$ cat src/rtl/pin_entry_collector_pkg.sv
// ============================================================================
// pin_entry_collector_pkg : shared state encoding and width helper
// Rev 1.0
// ============================================================================
`default_nettype none

package pin_entry_collector_pkg;

    typedef enum logic [1:0] {
        ST_IDLE    = 2'd0,
        ST_COLLECT = 2'd1,
        ST_PRESENT = 2'd2
    } state_e;

    // digitCount must be able to show 0..NUM_DIGITS inclusive
    function automatic int count_width(input int num_digits);
        return (num_digits < 1) ? 1 : $clog2(num_digits + 1);
    endfunction

endpackage

`default_nettype wire

$ cat src/rtl/pin_entry_collector_onehot_encoder.sv
// ============================================================================
// onehot_encoder : button vector -> digit index, valid only when exactly one hot
// Rev 1.0
// ============================================================================
`default_nettype none

module onehot_encoder #(
    parameter int NUM_BUTTONS = 4,
    parameter int DIGIT_WIDTH = 2
) (
    input  logic [NUM_BUTTONS-1:0] buttons_i,
    output logic [DIGIT_WIDTH-1:0] digit_o,
    output logic                   valid_o
);

    // OR of set-bit indices; only meaningful when valid_o is high
    always_comb begin
        digit_o = '0;
        for (int i = 0; i < NUM_BUTTONS; i++) begin
            if (buttons_i[i]) begin
                digit_o = digit_o | DIGIT_WIDTH'(i);
            end
        end
    end

    assign valid_o = (buttons_i != '0) &&
                     ((buttons_i & (buttons_i - NUM_BUTTONS'(1))) == '0);

endmodule

`default_nettype wire

$ cat src/rtl/pin_entry_collector.sv
// ============================================================================
// pin_entry_collector : assembles NUM_DIGITS button presses into a PIN code
// Optional macro ENTRY_TIMEOUT_EN adds an inactivity abort. Rev 1.0
// ============================================================================
`default_nettype none

module pin_entry_collector
    import pin_entry_collector_pkg::*;
#(
    parameter int NUM_BUTTONS    = 4,
    parameter int DIGIT_WIDTH    = 2,
    parameter int NUM_DIGITS     = 4,
    parameter int CODE_LENGTH    = NUM_DIGITS * DIGIT_WIDTH,
    parameter int TIMEOUT_CYCLES = 50000000
) (
    input  logic                                clock,
    input  logic                                reset,
    input  logic [NUM_BUTTONS-1:0]              buttonPressed,
    output logic                                key,
    output logic [CODE_LENGTH-1:0]              code,
    output logic [count_width(NUM_DIGITS)-1:0]  digitCount,
    output logic                                entryError
);

    localparam int CNT_W = count_width(NUM_DIGITS);

    if ((1 << DIGIT_WIDTH) < NUM_BUTTONS) begin : g_bad_digit_width
        $error("DIGIT_WIDTH too small for NUM_BUTTONS");
    end
    if (CODE_LENGTH != NUM_DIGITS * DIGIT_WIDTH) begin : g_bad_code_length
        $error("CODE_LENGTH must equal NUM_DIGITS*DIGIT_WIDTH");
    end
    if (TIMEOUT_CYCLES < 1) begin : g_bad_timeout
        $error("TIMEOUT_CYCLES must be positive");
    end

    logic [DIGIT_WIDTH-1:0] w_digit;
    logic                   w_valid;
    logic                   w_invalid;

    onehot_encoder #(
        .NUM_BUTTONS (NUM_BUTTONS),
        .DIGIT_WIDTH (DIGIT_WIDTH)
    ) u_encoder (
        .buttons_i (buttonPressed),
        .digit_o   (w_digit),
        .valid_o   (w_valid)
    );

    assign w_invalid = (|buttonPressed) && !w_valid;

    state_e                 state_q, state_d;
    logic [CODE_LENGTH-1:0] shift_q, shift_d;
    logic [CODE_LENGTH-1:0] code_q,  code_d;
    logic [CNT_W-1:0]       count_q, count_d;
    logic                   key_q,   key_d;
    logic                   err_q,   err_d;

    // Outside COLLECT a new entry starts from an empty shift register
    logic [CODE_LENGTH-1:0] w_base_shift;
    logic [CNT_W-1:0]       w_base_count;
    assign w_base_shift = (state_q == ST_COLLECT) ? shift_q : '0;
    assign w_base_count = (state_q == ST_COLLECT) ? count_q : '0;

`ifdef ENTRY_TIMEOUT_EN
    localparam int TMO_W = (TIMEOUT_CYCLES < 2) ? 1 : $clog2(TIMEOUT_CYCLES);
    logic [TMO_W-1:0] tmo_q, tmo_d;
`endif

    always_comb begin
        state_d = state_q;
        shift_d = shift_q;
        count_d = count_q;
        code_d  = code_q;
        key_d   = 1'b0;
        err_d   = 1'b0;
`ifdef ENTRY_TIMEOUT_EN
        tmo_d   = '0;
`endif
        if (state_q != ST_COLLECT) begin
            state_d = ST_IDLE;
            count_d = '0;
        end

        if (w_valid) begin
            shift_d = (w_base_shift << DIGIT_WIDTH) | CODE_LENGTH'(w_digit);
            count_d = w_base_count + CNT_W'(1);
            if (count_d == CNT_W'(NUM_DIGITS)) begin
                state_d = ST_PRESENT;
                code_d  = shift_d;
                key_d   = 1'b1;
            end else begin
                state_d = ST_COLLECT;
            end
        end else begin
            err_d = w_invalid;
`ifdef ENTRY_TIMEOUT_EN
            if (state_q == ST_COLLECT) begin
                if (tmo_q == TMO_W'(TIMEOUT_CYCLES - 1)) begin
                    state_d = ST_IDLE;
                    shift_d = '0;
                    count_d = '0;
                    err_d   = 1'b1;
                end else begin
                    tmo_d = tmo_q + TMO_W'(1);
                end
            end
`endif
        end
    end

    always_ff @(posedge clock or negedge reset) begin
        if (!reset) begin
            state_q <= ST_IDLE;
            shift_q <= '0;
            code_q  <= '0;
            count_q <= '0;
            key_q   <= 1'b0;
            err_q   <= 1'b0;
        end else begin
            state_q <= state_d;
            shift_q <= shift_d;
            code_q  <= code_d;
            count_q <= count_d;
            key_q   <= key_d;
            err_q   <= err_d;
        end
    end

`ifdef ENTRY_TIMEOUT_EN
    always_ff @(posedge clock or negedge reset) begin
        if (!reset) begin
            tmo_q <= '0;
        end else begin
            tmo_q <= tmo_d;
        end
    end
`endif

    assign key        = key_q;
    assign code       = code_q;
    assign digitCount = count_q;
    assign entryError = err_q;

endmodule

`default_nettype wire

$ cat config.mk
export PLATFORM = sky130hd
export DESIGN_NAME = pin_entry_collector
export DESIGN_NICKNAME = d
export VERILOG_FILES = /design/src/rtl/pin_entry_collector_pkg.sv /design/src/rtl/pin_entry_collector_onehot_encoder.sv /design/src/rtl/pin_entry_collector.sv
export SDC_FILE = /design/constraint.sdc
export NUM_CORES = 1
export LEC_CHECK = 0
export ABC_AREA = 1
export BUFFER_PORTS_ARGS = -buffer_cell sky130_fd_sc_hd__buf_2
export CAP_MARGIN = 0
export CORE_MARGIN = 5
export CORE_UTILIZATION = 45
export CTS_CLUSTER_SIZE = 16
export DETAILED_ROUTE_END_ITERATION = 10
export GPL_TIMING_DRIVEN = 0
export PLACE_DENSITY = 0.73
export SYNTH_ARGS = -nofsm -noshare
export SYNTH_HDL_FRONTEND = slang
export SYNTH_SLANG_ARGS = --single-unit
$ cat constraint.sdc
create_clock -name clock -period 1.9 [get_ports clock]
set_clock_uncertainty 0.2 [all_clocks]
set_input_delay 0.285 -clock clock [delete_from_list [all_inputs] [get_ports clock]]
set_output_delay 0.285 -clock clock [all_outputs]
set_load 0.01 [all_outputs]
==> results.json, run 1 <==
{
  "gr-total-overflow": 0,
  "maxCapViolCount": 0,
  "p_leak_uw": 0.000676,
  "worst_pin_slew_ns": 0.458,
  "core_sq_mm": 0.00217,
  "clock_sink_count": 21,
  "path_max_fanout": 11,
  "ys_ff_latch": 21,
  "wl_um": 1880,
  "cts-root-buf": "clkbuf_4",
  "cts_made_buffers": 3,
  "grt_start_max_net_pins": 22,
  "clkLatencyLatePin_ns": 0.30,
  "drive_above_1_share_pct": 30.2,
  "syn_area_per_cell_sq_um": 8.88,
  "initial_core_util_pct": 46.7,
  "fin_crit_sh_pct": 93.7,
  "utilization_pct": 55.8,
  "dieArea_sq_mm": 0.00330,
  "rsz0062_at_grt": "false",
  "nets": 148,
  "final_cell_mix": "nand2_1 (36), dfrtp_1 (21), buf_2 (18)",
  "syn_inst": 114,
  "syn2layout_area_growth_pct": 19.7,
  "drc": 0,
  "rows": 17,
  "viasPerCell": 4.85,
  "vdd_drop_max_v": 0.000588,
  "layout_setup_ws_ns": 0.119,
  "final_common_cell": "nand2_1",
  "globalRouteTotalUtil_pct": 12.9,
  "wl_per_cell_um": 11.3,
  "holdWs_ns": 0.0832,
  "yosys_warnings": 0,
  "min_period_ns": 1.78,
  "yosysUniqueCellTypes": 19,
  "setup_viol": 0,
  "drtIter0Drc": 18,
  "pwr_density_cell_mw_per_mm2": 900,
  "status": "finished clean",
  "syn_nets": 122,
  "pre_cts_ws_ns": -0.142,
  "dr.pass1.iters": 4,
  "detail-route-antenna-nets": 0,
  "grt_pass1_vias": 778,
  "place_congestion": 0.755,
  "antenna_cells": 0,
  "worstSetupStartpointType": "register",
  "clk_transition_reported_paths_ns": 0.11,
  "arrival_ns": 1.78,
  "grt_pass1_wl_um": 3340,
  "cts_tree": "yes",
  "critPathCaptureType": "register",
  "worstPathRequired_ns": 1.90,
  "fp.dieH_um": 57.4,
  "die_x_um": 57.4,
  "timing_worst_setup_path_type": "reg -> reg",
  "ios": 19,
  "clockBufferDepth": 2,
  "antenna_found_initial": 0,
  "vias": 810,
  "slew_viol_final": 0,
  "hold_viol": 0,
  "tns_ns": 0,
  "io_buffers": 18,
  "h-tree-depth": 1,
  "synth_seq_area_share_pct": 51.9,
  "maxSlewHeadroom_pct": 69.4,
  "dp_hpwl_um": 1350,
  "fmax_ghz": 0.562,
  "hold_class": "in -> reg",
  "syn_area_sq_mm": 0.00101
}
==> per-layer routing <==
layer  global-route usage [%]  up-vias  share of wire [%]
li1                         -      409                  -
met1                     15.8      372                 43
met2                     21.6       27                 49
met3                     3.17        2                7.0
met4                     4.97        0               0.59
met5                        0        -                  0
==> synthesized netlist by cell type (all sizes together) <==
| cell | n | area [sq um] |
|---|---|---|
| ha | 2 | 25.0 |
| nor2 | 10 | 47.6 |
| or2 | 1 | 6.26 |
| nand4 | 8 | 50.1 |
| nand2 | 42 | 180 |
| nand3b | 2 | 15.0 |
| buf | 4 | 35.0 |
| dfrtp | 21 | 526 |
| nand3 | 8 | 57.6 |
| inv | 14 | 52.6 |
| o21ai | 2 | 17.5 |
==> worst max-delay path, cell delays in order, from the launching register on <==
cell and delay, ns:
dfrtp_1 0.38, inv_1 0.09, nand2_4 0.11, nor2_4 0.13
ha_1 0.16, ha_1 0.14, buf_4 0.18, nand3_2 0.16
nand2_1 0.09, nand2_1 0.05
==> report_power, final <==
part | total [uW] | leakage [uW] | internal (uW) | switching (uW)
combinational | 307 | 0.000386 | 123 | 184
clock | 214 | 0.0000150 | 81.8 | 132
sequential | 570 | 0.000276 | 529 | 40.4
total | 1090 | 0.000676 | 734 | 356
==> stage by stage <==
stage          total power (uW)  cells  area (sq um)
6_report                   1090    167          1210
3_5_place_dp                864    160          1140
3_3_place_gp                853    160          1140
2_1_floorplan               760    114          1010
5_1_grt                    1170    167          1210
4_1_cts                    1090    166          1190
==> worst paths after layout <==
path / from / to / slack (ns) / depth (start not counted)
max: state_q[1]$_DFFE_PN0P_ / code[3]$_DFFE_PN0P_ / 0.12 / 9
min: buttonPressed[2] / shift_q[1]$_DFFE_PN0P_ / 0.08 / 3
max reg2reg: state_q[1]$_DFFE_PN0P_ / code[3]$_DFFE_PN0P_ / 0.12 / 9
min reg2reg: code[7]$_DFFE_PN0P_ / code[7]$_DFFE_PN0P_ / 0.28 / 2
max in group asynchronous: reset / state_q[0]$_DFFE_PN0P_ / 0.94 / 2
min in group asynchronous: reset / code[6]$_DFFE_PN0P_ / 0.25 / 2
==> cell families (layout without fill, tap and decap cells) <==
kind of cell / Yosys count / in the layout / share of synthesized area [%]
flip-flops: 21 / 21 / 51.9
AO/OA/AOI/OAI: 2 / 2 / 1.73
buffers and inverters: 18 / 42 / 8.65
AND/OR/NAND/NOR: 71 / 72 / 35.2
adder cells (fa/ha/maj): 2 / 2 / 2.47
==> layout make-up <==
| type | count | area, sq um |
|---|---|---|
| Buffer | 4 | 37.5 |
| Clock buffer | 4 | 26.3 |
| Fill cell | 214 | 958 |
| Timing Repair Buffer | 20 | 108 |
| Sequential cell | 21 | 526 |
| Multi-Input combinational cell | 76 | 427 |
| Tap cell | 28 | 35.0 |
| Inverter | 14 | 52.6 |
==> flip-flops by register name (all words and copies together), names as in the netlist <==
| signal | count |
|---|---|
| state_q | 2 |
| digitCount | 3 |
| entryError | 1 |
| code | 8 |
| key | 1 |
| shift_q | 6 |
==> timing repair <==
action | in CTS | in global routing
gates resized for setup | 2 | 5
hold buffers | 1 | 0
cloned | 0 | 1
setup buffers | 1 | 0
endpoints found under the hold margin | 21 | 0
endpoints found under the setup margin | 10 | 10
pin swaps | 1 | 0
(Power assumes the default switching activity.)
==> run 2, diff against run 1 <==
--- a/config.mk
+++ b/config.mk
@@ -6,14 +6,14 @@
 export NUM_CORES = 1
 export LEC_CHECK = 0
 export ABC_AREA = 1
-export BUFFER_PORTS_ARGS = -buffer_cell sky130_fd_sc_hd__buf_2
 export CAP_MARGIN = 0
 export CORE_MARGIN = 5
 export CORE_UTILIZATION = 45
 export CTS_CLUSTER_SIZE = 16
 export DETAILED_ROUTE_END_ITERATION = 10
+export DONT_BUFFER_PORTS = 1
 export GPL_TIMING_DRIVEN = 0
-export PLACE_DENSITY = 0.73
+export PLACE_DENSITY = 0.66
 export SYNTH_ARGS = -nofsm -noshare
 export SYNTH_HDL_FRONTEND = slang
 export SYNTH_SLANG_ARGS = --single-unit
==> results.json, run 2 (synthesized netlist as in run 1, its figures left out) <==
{
  "status": "finished clean",
  "vdd_drop_max_v": 0.000495,
  "antenna_found_initial": 0,
  "drive_above_1_share_pct": 19.0,
  "fmax_ghz": 0.568,
  "maxCapViolCount": 0,
  "clock_sink_count": 21,
  "drc": 0,
  "hold_class": "in -> reg",
  "grt_pass1_vias": 686,
  "rsz0062_at_grt": "false",
  "worst_pin_slew_ns": 0.927,
  "clockBufferDepth": 2,
  "setup_viol": 0,
  "worstPathRequired_ns": 1.90,
  "maxSlewHeadroom_pct": 38.0,
  "dieArea_sq_mm": 0.00330,
  "p_clk_share_pct": 20.4,
  "min_period_ns": 1.76,
  "swShare_pct": 33.0,
  "power_uw": 1030,
  "vias": 737,
  "timing_worst_setup_path_type": "reg -> reg",
  "grt_pass1_wl_um": 3140,
  "grt_util_met1_pct": 16.9,
  "arrival_ns": 1.76,
  "critPathCaptureType": "register",
  "use_met2_pct": 18.1,
  "final_cell_mix": "nand2_1 (36), dfrtp_1 (21), inv_1 (14)",
  "gr-total-overflow": 0,
  "final_common_cell": "nand2_1",
  "cts_made_buffers": 3,
  "antenna_cells": 0,
  "largest_register_ffs": 8,
  "wl_per_cell_um": 12.3,
  "io_buffers": 0,
  "grt_most_used_layer": "met2",
  "p_switching_uw": 340,
  "path_max_fanout": 10,
  "core_sq_mm": 0.00217,
  "place_area_sq_mm": 0.00105,
  "power.share.combinational_pct": 20.7,
  "die_x_um": 57.4,
  "wl_um": 1830,
  "p_leak_uw": 0.000596,
  "fin_crit_sh_pct": 92.7,
  "p_int_uw": 690,
  "hold_viol": 0,
  "clkLatencyLatePin_ns": 0.30,
  "worstSetupStartpointType": "register",
  "slew_viol_final": 0,
  "pwr_density_cell_mw_per_mm2": 915,
  "dp_hpwl_um": 1250,
  "grt_use_met3_pct": 3.17,
  "seq_power_share_pct": 58.8,
  "syn2layout_area_growth_pct": 11.1,
  "fp.dieH_um": 57.4,
  "globalRouteTotalUtil_pct": 12.2,
  "cts-root-buf": "clkbuf_4",
  "rows": 17,
  "detail-route-antenna-nets": 0,
  "clk_transition_reported_paths_ns": 0.12,
  "initial_core_util_pct": 46.7,
  "h-tree-depth": 1,
  "drtIter0Drc": 17,
  "cts_tree": "yes",
  "nets": 130,
  "fin_area_sq_mm": 0.00112,
  "place_congestion": 0.798,
  "ios": 19,
  "dr.pass1.iters": 4,
  "viasPerCell": 4.95,
  "grt_start_max_net_pins": 22
}
==> run 2: what timing repair did <==
item / CTS / global route
hold buffers: 3 / 0
setup endpoints to repair: 10 / 8
gates resized for setup: 3 / 3
setup buffers: 0 / 0
hold endpoints to repair: 22 / 0
==> run 2: final cells by class <==
class	count	area [sq um]
clock buffers	3	22.5
clock inverters	1	5.00
plain buffers	4	37.5
repair buffers	3	30.0
well taps	28	35.0
inverters	14	52.6
fillers	219	1040
flip-flops and latches	21	526
multi-input cells	75	417
==> run 2: path summary, 6_finish.rpt <==
kind	start	to	slack [ns]	cells after the start
hold / removal	buttonPressed[3]	code[1]$_DFFE_PN0P_	0.03	4
hold reg to reg	shift_q[2]$_DFFE_PN0P_	shift_q[2]$_DFFE_PN0P_	0.28	2
max in group asynchronous	reset	digitCount[1]$_DFFE_PN0P_	0.58	1
setup reg to reg	state_q[1]$_DFFE_PN0P_	code[3]$_DFFE_PN0P_	0.14	9
min in group asynchronous	reset	key$_DFF_PN0_	0.36	1
setup / recovery	state_q[1]$_DFFE_PN0P_	code[3]$_DFFE_PN0P_	0.14	9
==> run 2: worst max-delay path: stages (launching register included) <==
cell and delay [ns]:
dfrtp_1 0.37, inv_1 0.09, nand2_4 0.10, nor2_2 0.12
ha_1 0.17, ha_1 0.14, buf_4 0.18, nand3_4 0.15
nand2_1 0.09, nand2_1 0.05
==> run 2: per-stage QoR <==
step                hold slack, ns  setup WS, ns  util [%]  TNS (ns)  std cells
floorplan                   -0.211         0.143         -         0        114
global placement            -0.210        -0.121      48.3    -0.963        142
detailed placement          -0.210        -0.150      48.3     -1.21        142
CTS                         0.0212        0.0573      51.3         0        149
global route                0.0340       0.00966      51.8         0        149
finish                      0.0264         0.139      51.8         0        149
==> run 2: per-layer routing <==
metal / vias up / wire length [um]
met1: 345 / 818
li1: 370 / -
met4: 0 / 31
met2: 18 / 887
met5: - / 0
met3: 4 / 96
==> run 2: power by group through the flow <==
stage               logic, uW  clock network, uW  registers (uW)
floorplan                 158                  0             602
detailed placement        188                  0             616
CTS                       207                222             607
global route              244                240             620
finish                    213                210             606
global placement          181                  0             614
==> run 3, diff against run 2 <==
--- a/config.mk
+++ b/config.mk
@@ -16,4 +16,5 @@
 export PLACE_DENSITY = 0.66
 export SYNTH_ARGS = -nofsm -noshare
 export SYNTH_HDL_FRONTEND = slang
+export SYNTH_HIERARCHICAL = 1
 export SYNTH_SLANG_ARGS = --single-unit
==> constraint.sdc (replaced) <==
create_clock -name clock -period 2.1 [get_ports clock]
set_clock_uncertainty 0.2 [all_clocks]
set_input_delay 0.315 -clock clock [delete_from_list [all_inputs] [get_ports clock]]
set_output_delay 0.315 -clock clock [all_outputs]
set_load 0.01 [all_outputs]
==> results.json, run 3 <==
{
  "yosysTopAreaCellShare_pct": 56.0,
  "synth-edff-count": 0,
  "drive_above_1_share_pct": 13.0,
  "fp.dieH_um": 55.7,
  "io_buffers": 0,
  "fin_crit_sh_pct": 86.9,
  "maxSlewHeadroom_pct": 38.6,
  "clock_sink_count": 21,
  "power_uw": 1170,
  "cts-root-buf": "clkbuf_4",
  "synth-main-ff-cell": "dfrtp_1",
  "final_cell_mix": "nand2_1 (44), dfrtp_1 (21), nand3_1 (13)",
  "globalRouteTotalUtil_pct": 12.6,
  "viasPerCell": 4.96,
  "grt_pass1_wl_um": 3130,
  "syn_nets": 116,
  "ios": 19,
  "critical_path.top_delay_family": "simple AND/OR/NAND/NOR gates",
  "yosysUniqueCellTypes": 15,
  "p_int_uw": 742,
  "path_max_fanout": 10,
  "syn_inst": 108,
  "setup_viol": 0,
  "vias": 704,
  "initial_core_util_pct": 47.3,
  "synth.most_common_cell": "nand2_1",
  "seq_power_share_pct": 57.8,
  "slowest_delay_ns": 0.44,
  "timing_worst_setup_path_type": "reg -> reg",
  "dp_hpwl_um": 1180,
  "power.share.combinational_pct": 26.0,
  "synth.top_cells.by_count": "nand2_1 (44), dfrtp_1 (21), nand3_1 (13)",
  "layout_setup_ws_ns": 0.276,
  "cts_tree": "yes",
  "drc": 0,
  "swShare_pct": 36.5,
  "pre_cts_ws_ns": 0.272,
  "min_period_ns": 1.82,
  "fmax_ghz": 0.548,
  "critPathCaptureType": "register",
  "h-tree-depth": 1,
  "use_met2_pct": 19.4,
  "pwr_density_cell_mw_per_mm2": 1140,
  "arrival_ns": 1.82,
  "antenna_found_initial": 0,
  "cts-resized-gates": 0,
  "worst_pin_slew_ns": 0.918,
  "core_sq_mm": 0.00198,
  "wl_per_cell_um": 12.4,
  "yosys.area.top_type": "dfrtp_1",
  "hold_class": "in -> reg",
  "antenna_cells": 0,
  "grt_use_met3_pct": 3.02,
  "post_cts_buffers": 0,
  "holdWs_ns": 0.0399,
  "yosys_warnings": 6,
  "syn_area_sq_um": 938,
  "clk_transition_reported_paths_ns": 0.11,
  "place_inst": 135,
  "grt_pass1_vias": 654,
  "dieArea_sq_mm": 0.00310,
  "cts_made_buffers": 3,
  "layoutNonFillerInstCount": 142,
  "final_common_cell": "nand2_1",
  "worstPathRequired_ns": 2.10,
  "rsz0062_at_grt": "false",
  "async_reset_ff_share_pct": 100,
  "largest_register_ffs": 8,
  "critical_path_buf_inv_count": 2,
  "dr.pass1.iters": 4,
  "clockBufferDepth": 2,
  "crit_chain": "nand3_1 > inv_1 > ha_1 > ha_1 > nand2_2 > inv_2 > nand3_1 > nand2_1",
  "rows": 16,
  "gr-total-overflow": 0,
  "worstSetupStartpointType": "register",
  "grt_start_max_net_pins": 22,
  "die_x_um": 55.7,
  "synth_seq_area_share_pct": 56.0,
  "hold_viol": 0,
  "maxCapViolCount": 0,
  "synthTopCellsByArea": "dfrtp_1 (56%), nand2_1 (18%), nand3_1 (6.9%), buf_6 (3.6%), inv_1 (2.8%)",
  "p_clk_share_pct": 16.2,
  "p_switching_uw": 427,
  "wl_um": 1750,
  "status": "finished clean",
  "syn_area_per_cell_sq_um": 8.69,
  "nets": 124,
  "place_congestion": 0.772,
  "tns_ns": 0,
  "detail-route-antenna-nets": 0,
  "vdd_drop_max_v": 0.000511,
  "crit_slowest_cell": "dfrtp_1",
  "syn2layout_area_growth_pct": 9.60,
  "slew_viol_final": 0,
  "clkLatencyLatePin_ns": 0.30,
  "drtIter0Drc": 18,
  "p_leak_uw": 0.000573,
  "grt_most_used_layer": "met2",
  "grt_util_met1_pct": 17.1,
  "ys_ff_latch": 21
}
==> run 3: changes by cell type after synthesis, sizes merged <==
cell / change
buf: -1
nand3: +6
nand4: -8
nor2: -4
a21oi: +3
inv: -3
nand3b: -2
o21ai: -1
nand2: +4
==> run 3: power by group through the flow <==
stage	sequential (uW)	combinational, uW	clock [uW]
global route	695	360	229
finish	676	303	190
global placement	685	287	0
CTS	681	311	206
floorplan	660	252	0
detailed placement	690	296	0
==> run 3: cell families (layout without fill, tap and decap cells) <==
logic type               after synthesis  in the layout  synth area share (%)
AND/OR/NAND/NOR                       67             67                  30.8
flip-flops                            21             21                  56.0
buffers and inverters                 14             21                  8.00
AO/OA/AOI/OAI                          4              4                  2.53
adder cells (fa/ha/maj)                2              2                  2.67
==> run 3: metrics by stage <==
step           instance area (sq um)  utilization, %
6_report                        1030            51.9
5_1_grt                         1030            51.9
4_1_cts                         1040            52.4
3_5_place_dp                     972            49.1
3_3_place_gp                     972            49.1
2_1_floorplan                    938               -
==> run 3: per-layer routing <==
metal | up-vias | wire (um)
li1 | 350 | -
met1 | 331 | 788
met2 | 21 | 831
met3 | 2 | 117
met4 | 0 | 17
met5 | - | 0
==> run 3: tightest hold or removal path: cells and delay by family <==
family	cells	cell delay (ns)
buffers and inverters	1	0.03
AND/OR/NAND/NOR	3	0.16
==> run 3: area by class of cell <==
class | count | area, sq um
repair buffers | 3 | 30.0
multi-input cells | 73 | 338
plain buffers | 3 | 33.8
flip-flops and latches | 21 | 526
inverters | 11 | 41.3
well taps | 27 | 33.8
clock buffers | 4 | 26.3
fillers | 188 | 953
==> run 3: final timing paths <==
kind | from | end | slack [ns] | depth (start not counted)
max in group asynchronous | reset | state_q[1]$_DFFE_PN0P_ | 0.75 | 1
setup / recovery | digitCount[0]$_DFFE_PN0P_ | code[7]$_DFFE_PN0P_ | 0.28 | 8
min in group asynchronous | reset | shift_q[2]$_DFFE_PN0P_ | 0.39 | 1
setup reg to reg | digitCount[0]$_DFFE_PN0P_ | code[7]$_DFFE_PN0P_ | 0.28 | 8
hold / removal | buttonPressed[3] | code[1]$_DFFE_PN0P_ | 0.04 | 4
hold reg to reg | shift_q[5]$_DFFE_PN0P_ | shift_q[5]$_DFFE_PN0P_ | 0.29 | 2
==> run 3: repair_timing <==
item	CTS	global route
endpoints found under the hold margin	22	0
hold buffers	4	0
setup endpoints to repair	0	1
